`config.mk`:
```
export PLATFORM = sky130hd
export DESIGN_NAME = writeback_unit
export DESIGN_NICKNAME = d
export VERILOG_FILES = /design/src/rtl/writeback_unit.sv
export SDC_FILE = /design/constraint.sdc
export NUM_CORES = 1
export LEC_CHECK = 0
export ABC_AREA = 0
export BUFFER_PORTS_ARGS = -buffer_cell sky130_fd_sc_hd__buf_2
export CAP_MARGIN = 20
export CORE_AREA = 4 4 130 181
export DETAILED_ROUTE_END_ITERATION = 8
export DIE_AREA = 0 0 134 185
export GPL_TIMING_DRIVEN = 0
export PLACE_DENSITY = 0.87
export SLEW_MARGIN = 20
export SYNTH_ARGS = -nofsm -noshare
export SYNTH_HDL_FRONTEND = slang
export SYNTH_SLANG_ARGS = --single-unit
```
`constraint.sdc`:
```
create_clock -name clk -period 26.3 [get_ports clk]
set_clock_uncertainty 0.2 [all_clocks]
set_input_delay 3.945 -clock clk [delete_from_list [all_inputs] [get_ports clk]]
set_output_delay 3.945 -clock clk [all_outputs]
set_load 0.02 [all_outputs]
```
`src/rtl/writeback_unit.sv`:
```
// Two-stage register-writeback pipeline: result source select, load extraction/merge,
// error flagging, valid/ready flow control with flush and a forwarding view of stage 2.
module writeback_unit #(
    parameter int DATA_BITS     = 32,
    parameter int REG_ADDR_BITS = 5,
    parameter int LINK_OFFSET   = 4,
    localparam int N            = DATA_BITS / 8,
    localparam int LB           = $clog2(N)
) (
    input  logic                     clk,
    input  logic                     rst,
    input  logic                     in_valid,
    output logic                     in_ready,
    input  logic                     flush,
    input  logic [DATA_BITS-1:0]     alu_out,
    input  logic [DATA_BITS-1:0]     mem_out,
    input  logic [DATA_BITS-1:0]     lo,
    input  logic [DATA_BITS-1:0]     hi,
    input  logic [DATA_BITS-1:0]     rt_old,
    input  logic [DATA_BITS-1:0]     pc,
    input  logic [LB-1:0]            addr_byte,
    input  logic [REG_ADDR_BITS-1:0] dst_reg,
    input  logic                     reg_write,
    input  logic [2:0]               src_sel,
    input  logic [2:0]               extr_mode,
    input  logic                     extr_signed,
    input  logic                     wb_stall,
    output logic                     wb_valid,
    output logic                     wb_en,
    output logic [REG_ADDR_BITS-1:0] wb_addr,
    output logic [DATA_BITS-1:0]     wb_data,
    output logic                     wb_reg_write,
    output logic                     wb_err,
    output logic                     fwd_valid,
    output logic [REG_ADDR_BITS-1:0] fwd_addr,
    output logic [DATA_BITS-1:0]     fwd_data
);
    logic                     s1_valid_reg;
    logic [DATA_BITS-1:0]     s1_alu_reg, s1_mem_reg, s1_lo_reg, s1_hi_reg, s1_rt_reg, s1_pc_reg;
    logic [LB-1:0]            s1_byte_reg;
    logic [REG_ADDR_BITS-1:0] s1_dst_reg;
    logic                     s1_wr_reg, s1_signed_reg;
    logic [2:0]               s1_src_reg, s1_mode_reg;

    logic                     s2_valid_reg;
    logic [REG_ADDR_BITS-1:0] wb_addr_reg;
    logic [DATA_BITS-1:0]     wb_data_reg;
    logic                     wb_err_reg, wb_wr_reg;

    logic                     s2_adv;
    logic [DATA_BITS-1:0]     res_data_next;
    logic                     res_err_next;
    logic [DATA_BITS-1:0]     lwl_shift, lwr_shift, lwl_merge, lwr_merge;
    logic [31:0]              b_ext;
    logic [7:0]               sel_byte;
    logic [15:0]              sel_half;

    assign s2_adv   = !s2_valid_reg || !wb_stall;
    assign in_ready = !s1_valid_reg || s2_adv;

    always_ff @(posedge clk or posedge rst) begin
        if (rst) begin
            s1_valid_reg  <= 1'b0;
            s1_alu_reg    <= '0;
            s1_mem_reg    <= '0;
            s1_lo_reg     <= '0;
            s1_hi_reg     <= '0;
            s1_rt_reg     <= '0;
            s1_pc_reg     <= '0;
            s1_byte_reg   <= '0;
            s1_dst_reg    <= '0;
            s1_wr_reg     <= 1'b0;
            s1_signed_reg <= 1'b0;
            s1_src_reg    <= '0;
            s1_mode_reg   <= '0;
        end else if (flush) begin
            s1_valid_reg <= 1'b0;
        end else if (in_ready) begin
            s1_valid_reg <= in_valid;
            if (in_valid) begin
                s1_alu_reg    <= alu_out;
                s1_mem_reg    <= mem_out;
                s1_lo_reg     <= lo;
                s1_hi_reg     <= hi;
                s1_rt_reg     <= rt_old;
                s1_pc_reg     <= pc;
                s1_byte_reg   <= addr_byte;
                s1_dst_reg    <= dst_reg;
                s1_wr_reg     <= reg_write;
                s1_signed_reg <= extr_signed;
                s1_src_reg    <= src_sel;
                s1_mode_reg   <= extr_mode;
            end
        end
    end

    // lwr_shift brings lane b down to lane 0; lwl_shift lifts lane 0 up to lane N-1-b.
    assign b_ext     = 32'(s1_byte_reg);
    assign lwr_shift = s1_mem_reg >> {s1_byte_reg, 3'b000};
    assign lwl_shift = s1_mem_reg << {~s1_byte_reg, 3'b000};
    assign sel_byte  = lwr_shift[7:0];
    assign sel_half  = lwr_shift[15:0];

    genvar gi;
    generate
        for (gi = 0; gi < N; gi++) begin : g_lane
            assign lwl_merge[8*gi +: 8] = ((32'(gi) + b_ext) >= 32'(N - 1)) ?
                                          lwl_shift[8*gi +: 8] : s1_rt_reg[8*gi +: 8];
            assign lwr_merge[8*gi +: 8] = ((32'(gi) + b_ext) < 32'(N)) ?
                                          lwr_shift[8*gi +: 8] : s1_rt_reg[8*gi +: 8];
        end
    endgenerate

    always_comb begin
        res_data_next = '0;
        res_err_next  = 1'b0;
        case (s1_src_reg)
            3'd0: res_data_next = s1_alu_reg;
            3'd1: begin
                case (s1_mode_reg)
                    3'd0: res_data_next = s1_mem_reg;
                    3'd1: res_data_next = {{(DATA_BITS-8){s1_signed_reg & sel_byte[7]}}, sel_byte};
                    3'd2: begin
                        if (s1_byte_reg[0])
                            res_err_next = 1'b1;
                        else
                            res_data_next = {{(DATA_BITS-16){s1_signed_reg & sel_half[15]}}, sel_half};
                    end
                    3'd3:    res_data_next = lwl_merge;
                    3'd4:    res_data_next = lwr_merge;
                    default: res_err_next  = 1'b1;
                endcase
            end
            3'd2:    res_data_next = s1_lo_reg;
            3'd3:    res_data_next = s1_hi_reg;
            3'd4:    res_data_next = s1_pc_reg + DATA_BITS'(LINK_OFFSET);
            default: res_err_next  = 1'b1;
        endcase
    end

    always_ff @(posedge clk or posedge rst) begin
        if (rst) begin
            s2_valid_reg <= 1'b0;
            wb_addr_reg  <= '0;
            wb_data_reg  <= '0;
            wb_err_reg   <= 1'b0;
            wb_wr_reg    <= 1'b0;
        end else if (flush) begin
            s2_valid_reg <= 1'b0;
        end else if (s2_adv) begin
            s2_valid_reg <= s1_valid_reg;
            if (s1_valid_reg) begin
                wb_addr_reg <= s1_dst_reg;
                wb_data_reg <= res_data_next;
                wb_err_reg  <= res_err_next;
                wb_wr_reg   <= s1_wr_reg;
            end
        end
    end

    assign wb_valid     = s2_valid_reg;
    assign wb_addr      = wb_addr_reg;
    assign wb_data      = wb_data_reg;
    assign wb_err       = wb_err_reg;
    assign wb_reg_write = wb_wr_reg;
    assign wb_en        = s2_valid_reg && wb_wr_reg && (wb_addr_reg != '0) && !wb_err_reg;
    assign fwd_valid    = wb_en;
    assign fwd_addr     = wb_addr_reg;
    assign fwd_data     = wb_data_reg;
endmodule

```
### After elaboration in Yosys (flattened, before gate mapping)

Index checks and enable logic that the tools add are counted.

* bits in registers: 248
* latch bits: 0
* RAM bits: 0
* bits in read-only memories: 0
* bits of input ports: 212
* output and inout port bits: 80
* logic and storage cells: 80
* memories: 0

* $add $sub $neg: 4
* multiply operators: 0
* div/mod/pow operators: 0
* magnitude comparators: 8
* equal/unequal tests: 8
* shift operators: 2
* mux-type cells: 18
* bitwise logic cells: 4
* reductions and logical operators: 18

Operators with widths (count)
* $pmux W32 S5: 2
* $ge A32 B2 Y1 const B: 3
* $mux W8: 8
* $add A32 B3 Y32 const B: 1
* $mux W32: 1
* $shl A32 B5 Y32: 1
* $shr A32 B5 Y32: 1
* $eq A3 B2 Y1 const B: 4
* $lt A3 B3 Y1 const B: 3
* $reduce_or A4 Y1: 2
* $add A2 B2 Y3 const A: 2
* $eq A3 B1 Y1 const B: 2
* $eq A3 B3 Y1 const B: 2
* $logic_not A3 Y1: 2
* $reduce_and A3 Y1: 2
* $mux W1: 5
* $reduce_bool A5 Y1: 1
* $logic_not A1 Y1: 4
* $pmux W1 S2: 2
* $reduce_bool A2 Y1: 2
* $add A1 B2 Y3 const A: 1
* $logic_and A1 B1 Y1: 3
* $lt A2 B3 Y1 const B: 1
* $and A1 B1 Y1: 2
* 4 further kinds: 5

### Longest topological paths before layout

Gate-level depths: netlist (run 1).

* word-level depth: 5
* mapped depth: 9
* mapped depth without buffers: 7

### Least setup slack after synthesis (run 1)

Ideal clock, no wire load.

* path type: input to output
* from: input port wb_stall
* to: output port in_ready
* arrival time: 4383 ps
* data required time: 22155 ps
* path slack: 17772 ps
* stages on the path: 2
* buffers on the path: 0
* cells stage by stage: and2_0 -> nand2_1

* cells in the longest elaborated chain, start to end: 3

Ends and longest elaborated chain
* start: declaration: RTL line 27 `input logic wb_stall,`
* $logic_not A1 Y1: RTL line 58 `assign s2_adv = !s2_valid_reg || !wb_stall;`
* $logic_or A1 B1 Y1: RTL line 58
* $logic_or A1 B1 Y1: RTL line 59 `assign in_ready = !s1_valid_reg || s2_adv;`
* end: declaration: RTL line 13 `output logic in_ready,`

No other way between the ends.

### Final worst setup path (run 1)

Ends and elaborated chain as after synthesis.

==> results.yml, run 1 <==
outcome:
  status: "completed"
timing:
  post-route-min-period_ns: 8.91
  setup_violations: 0
  finalSetupTns_ns: 0
  fmax_mhz: 112
  finalMaxSlewViolations: 0
  max_slew.worst_pin.slew_ns: 0.834
  setup_ws_ns: 17.39
  hold_viol: 0
  final.period_utilization_pct: 33.9
  rsz0062_at_grt: "no"
  slew_headroom_pct: 43.8
place:
  place.port_buffers: 291
  dp.final_hpwl_um: 33200
  dp_slack_ns: 17.41
  gp_congestion: 0.975
critical_path:
  cp_slowest_cell: "and2_0"
  r2r_setup_slack_ns: 23.41
  reg2reg_from: "s1_byte_reg[1]"
  r2r_cells: 7
  crit_type: "in -> out"
  cp_max_fo: 6
  cp_common_cell: "buf_2"
  critical_path_required_ns: 22.16
  cp_top_family: "simple AND/OR/NAND/NOR gates"
  worstSetupStartpointType: "input port"
  max_stage_delay_ns: 0.39
  crit_chain: "buf_2 > and2_0 > nand2_1 > buf_2"
  path_buf_inv: 2
  crit_path_end_kind: "output pin"
  cp.arrival_ns: 4.77
  rr_endpoint: "fwd_data[5]"
  cp-startpoint: "wb_stall"
  cp-endpoint: "in_ready"
  cp_num_cells: 4
clocking:
  clk_transition_reported_paths_ns: 0.06
  ctsLongestPathBuffers: 3
  ctsResizeCount: 0
  clkSinkCount: 248
  postCtsHoldBufs: 0
  cts-buffers-inserted: 25
  cts_tree: "done"
  cts_setup_buffers: 0
  clk_latency_ns: 0.53
  cts-root-buf: "clkbuf_16"
  htree_levels: 1
floorplanning:
  coreArea_um2: 21900
  die_area_um2: 24800
  start_util_pct: 58.1
  die_w_um: 134
  rows: 64
  die_height_um: 185
  ios: 292
yosys:
  synth.area.top_cells: "dfrtp_1 49%, mux2_2 22%, a22oi_1 2.9%"
  synthArstFlopShare_pct: 100
  synth_top_area_cell: "dfrtp_1"
  synthDistinctLibCells: 75
  syn_area_per_cell_um2: 11.9
  netlist_instances: 1069
  ys_ff_latch: 248
  synth_edf_count: 0
  syn_area_um2: 12700
  ys_warn_count: 0
  synth.net_count: 1282
  synth.top_cell.area_share_pct: 48.9
  synth_flop_cell: "dfrtp_1"
  yosysSeqAreaShare_pct: 48.9
global_routing:
  grt_pass1_wl_um: 64400
  grt-ovfl-total: 0
  grt_max_degree: 99
  antenna_found_initial: 0
  grt_usage_pct: 34.3
  grt_pass1_vias: 10900
routing:
  wl_per_cell_um: 25.4
  drt-pass1-iter-count: 6
  vias_per_cell: 6.12
  drt.antenna.violating_nets: 0
  drt-total-wl_um: 43300
  drcViolationCount: 0
  vias: 10400
  drt_iter0_drc: 945
layout:
  fill_cells: 1601
  antenna_cells: 0
  regArea_um2: 6210
  syn_to_final_growth_pct: 21.2
  final_cell_mix: "329 x buf_2, 248 x dfrtp_1, 246 x mux2_2, 56 x nor2_1, 54 x nand2_1"
  layout.nets: 1602
  final_common_cell: "buf_2"
  drive_gt1_share_pct: 49.0
  utilization_pct: 70.4
  multi_input_area_um2: 5830
power_and_ir_drop:
  finalPower_mw: 1.23
  p_leak_nw: 7.02
  power_density_nw_per_um2: 79.7
  ir_worst_vdd_v: 0.0000703
worst_hold_path:
  hold_class: "reg -> reg"
job:
  max_cap_violations: 0
[cell usage after synthesis (all sizes together), types with 2 or more instances]
library cell,n
o22ai,13
nand2b,2
or2,4
a21oi,24
a211o,2
and3,6
nor4,3
nor3,6
a22oi,49
mux2,246
o221ai,5
a221o,2
xnor2,17
o21ai,37
a211oi,8
o2111ai,2
nor2b,8
nand3,17
inv,10
o31ai,2
and4,3
or3b,2
dfrtp,248
a32oi,5
a221oi,21
a21o,2
xor2,12
clkbuf,20
and2,4
nand4,13
o211ai,9
nor2,57
or3,2
buf,90
a31oi,10
mux2i,27
nand3b,2
a222oi,3
nand2,55
o2bb2ai,3
[cell families (layout without fill, tap and decap cells)]
| family | count (synthesis) | in the layout | synth area share, % |
|---|---|---|---|
| adders and majority gates | 1 | 1 | 0.0985 |
| buffers and inverters | 120 | 458 | 5.31 |
| AOI/OAI and AO/OA | 206 | 206 | 11.9 |
| xor gates and xnor gates | 29 | 29 | 2.00 |
| DFF | 248 | 248 | 48.9 |
| and+or+nand+nor | 191 | 191 | 7.73 |
| muxes | 274 | 274 | 24.1 |
[layer usage]
| metal | vias up | GRT usage [%] | share of wire [%] |
|---|---|---|---|
| met5 | - | 0 | 0 |
| met2 | 543 | 61.5 | 52 |
| met3 | 131 | 4.46 | 6.3 |
| met1 | 5195 | 40.1 | 36 |
| met4 | 0 | 17.9 | 6.0 |
| li1 | 4554 | - | - |
[power by group]
| part | internal [mW] | leakage [nW] | switching [mW] | total (mW) |
|---|---|---|---|---|
| Combinational | 0.162 | 3.66 | 0.198 | 0.360 |
| Clock | 0.203 | 0.400 | 0.149 | 0.352 |
| Sequential | 0.447 | 2.95 | 0.0677 | 0.515 |
| Total | 0.812 | 7.02 | 0.415 | 1.23 |
[worst min path at each step]
stage	startpoint	end	slack (ns)	cells past startpoint
global placement	s1_wr_reg	wb_reg_write	0.24	2
CTS	s1_dst_reg[2]	fwd_addr[2]	0.27	2
global route	s1_wr_reg	wb_reg_write	0.29	2
finish	s1_dst_reg[3]	fwd_addr[3]	0.28	2
detailed placement	s1_dst_reg[2]	fwd_addr[2]	0.26	2
floorplan	s1_dst_reg[0]	fwd_addr[0]	0.23	2
[stage by stage]
stage	cell area [µm²]	hold WS [ns]	cells
global placement	14500	0.240	1657
finish	15400	0.283	1704
global route	15400	0.286	1704
floorplan	12700	0.233	1069
detailed placement	14600	0.260	1659
CTS	15400	0.274	1704
[worst register-to-register path, stage by stage (launching register included)]
cell	delay [ns]
dfrtp_1	0.37
buf_4	0.20
buf_4	0.25
mux2_2	0.36
o21ai_0	0.63
nor2_1	0.10
a221oi_1	0.47
o22ai_1	0.16
[final cells by class]
class / instances / share of cell area, %
sequential: 248 / 40.3
timing repair buffer: 293 / 9.82
clock buffer: 33 / 4.45
buffer: 110 / 4.14
clock inverter: 12 / 0.756
multi-input combinational: 701 / 37.8
tap: 297 / 2.41
inverter: 10 / 0.293
No activity file was read; power rests on OpenSTA's default activity.
==> run 2, diff against run 1 <==
Settings changed: CORE_AREA 4 4 130 181 to 4 4 142 198, DIE_AREA 0 0 134 185 to 0 0 146 202, PLACE_DENSITY 0.87 to 0.77.
Clock period 26.3 ns to 7.6 ns, I/O delays scaled along.
==> run 2 against run 1 <==
Net effect: utilization down 11 points; clock-buffer cell count rose by 2; register-to-register slack worse by 19 ns; first-iteration DRC count shrank 25%; critical path depth is the same; combinational power rose to 3.4 times the previous value; sequential share of layout area decreased by 0.50 points; final area up 1.3%; flip-flop and latch count unchanged; worst hold slack worse by 0.012 ns; sequential power grew to 3.5 times the previous value; critical endpoint unchanged.
==> results.yml, run 2 (synthesis results as in run 1) <==
timing:
  setup_violations: 0
  finalMaxSlewViolations: 0
  fmax_mhz: 307
  max_slew.worst_pin.slew_ns: 0.839
  finalSetupTns_ns: 0
  post-route-min-period_ns: 3.26
  rsz0062_at_grt: "no"
  final.period_utilization_pct: 42.9
  slew_headroom_pct: 44.1
  setup_ws_ns: 4.34
  hold_viol: 0
global_routing:
  grt_max_degree: 36
  antenna_found_initial: 7
  grt_usage_pct: 27.8
  grt_pass1_vias: 10500
  grt-ovfl-total: 0
  grt_pass1_wl_um: 63600
worst_hold_path:
  hp-start: "s1_dst_reg[2]"
  hold_class: "reg -> reg"
layout:
  regArea_um2: 6210
  multi_input_area_um2: 5830
  drive_gt1_share_pct: 49.3
  fill_cells: 2118
  final_cell_mix: "329 x buf_2, 248 x dfrtp_1, 246 x mux2_2, 56 x nor2_1, 54 x nand2_1"
  syn_to_final_growth_pct: 22.8
  utilization_pct: 59.5
  final_common_cell: "buf_2"
  layout.nets: 1608
power_and_ir_drop:
  seqPwrFrac_pct: 41.5
  pwr-share-comb_pct: 28.9
  netSwitchingFraction_pct: 33.4
  p_sw_mw: 1.43
  clkPwrFrac_pct: 29.6
  p_leak_nw: 7.08
  finalPower_mw: 4.28
  p_int_mw: 2.85
  power_density_nw_per_um2: 275
  ir_worst_vdd_v: 0.000237
place:
  gp_congestion: 0.981
  place.port_buffers: 291
  dp_slack_ns: 3.96
  dp.final_hpwl_um: 33200
critical_path:
  reg2reg_from: "wb_valid"
  max_stage_delay_ns: 0.35
  crit_path_end_kind: "output pin"
  cp.arrival_ns: 1.92
  crit_type: "in -> out"
  cp_top_family: "simple AND/OR/NAND/NOR gates"
  cp-startpoint: "wb_stall"
  cp_max_fo: 6
  path_buf_inv: 2
  cp_common_cell: "buf_2"
  cp_slowest_cell: "and2_0"
  critical_path_required_ns: 6.26
  crit_chain: "buf_2 > and2_0 > nand2_1 > buf_2"
  worstSetupStartpointType: "input port"
floorplanning:
  die_height_um: 202
  ios: 292
  rows: 70
  coreArea_um2: 26200
  die_area_um2: 29500
  die_w_um: 146
  start_util_pct: 48.5
outcome:
  status: "completed"
routing:
  drcViolationCount: 0
  drt_iter0_drc: 710
  dr_wl_met2_um: 21700
  drt.antenna.violating_nets: 0
  routed-wl-met3_um: 2810
  drt-pass1-iter-count: 6
  vias_per_cell: 5.86
  wl_per_cell_um: 24.2
  drt-total-wl_um: 42100
  drt-met1-wl_um: 15500
  dr.max_layer_used: "met5"
  vias: 10200
clocking:
  cts_setup_buffers: 0
  ctsLongestPathBuffers: 3
  cts-buffers-inserted: 25
  cts-root-buf: "clkbuf_16"
  clk_latency_ns: 0.54
  clk_transition_reported_paths_ns: 0.06
  postCtsHoldBufs: 0
  cts_tree: "done"
  clkSinkCount: 248
  ctsResizeCount: 0
  htree_levels: 1
job:
  max_cap_violations: 0
## run 2: cell type report
class	count	share of cell area, %
sequential	248	39.8
buffer	110	4.08
tap	324	2.60
inverter	10	0.265
clock inverter	10	0.698
multi-input combinational	701	37.4
antenna	4	0.0642
timing repair buffer	299	10.4
clock buffer	35	4.70
## run 2: final timing paths
path | slack, ns | to | cells past startpoint
max in group asynchronous | 5.90 | s1_lo_reg[2] | 4
hold / removal | 0.27 | fwd_addr[2] | 2
min in group asynchronous | 0.48 | s1_rt_reg[31] | 2
setup / recovery | 4.34 | in_ready | 4
setup reg to reg | 4.76 | s1_rt_reg[28] | 7
hold reg to reg | 0.27 | fwd_addr[2] | 2
## run 2: layer usage
layer / vias up / track usage, %
met5: - / 0
met4: 6 / 12.0
met3: 113 / 4.06
met2: 466 / 50.1
met1: 5050 / 33.1
li1: 4571 / -
## run 2: power groups by stage
stage | Combinational, mW | Sequential [mW] | Clock (mW)
after CTS | 1.24 | 1.77 | 1.29
final | 1.24 | 1.78 | 1.27
after global routing | 1.33 | 1.80 | 1.35
after floorplan | 0.775 | 1.77 | 0
after detailed placement | 1.23 | 1.79 | 0
after global placement | 1.20 | 1.78 | 0
## run 2: worst reg2reg max path, cell delays in order, from the launching register on
cell and delay, ns:
dfrtp_1 0.37, and2_0 0.37, nand2_1 0.16, nand3b_1 0.13, buf_2 0.29, buf_2 0.41, buf_2 0.41, mux2_2 0.39
## run 2: stage by stage
stage                     area, µm²  hold slack [ns]  instances
final                         15600            0.272       1741
after global routing          15600            0.293       1740
after CTS                     15600            0.270       1737
after detailed placement      14700            0.252       1692
after global placement        14600            0.243       1684
after floorplan               12700            0.233       1069
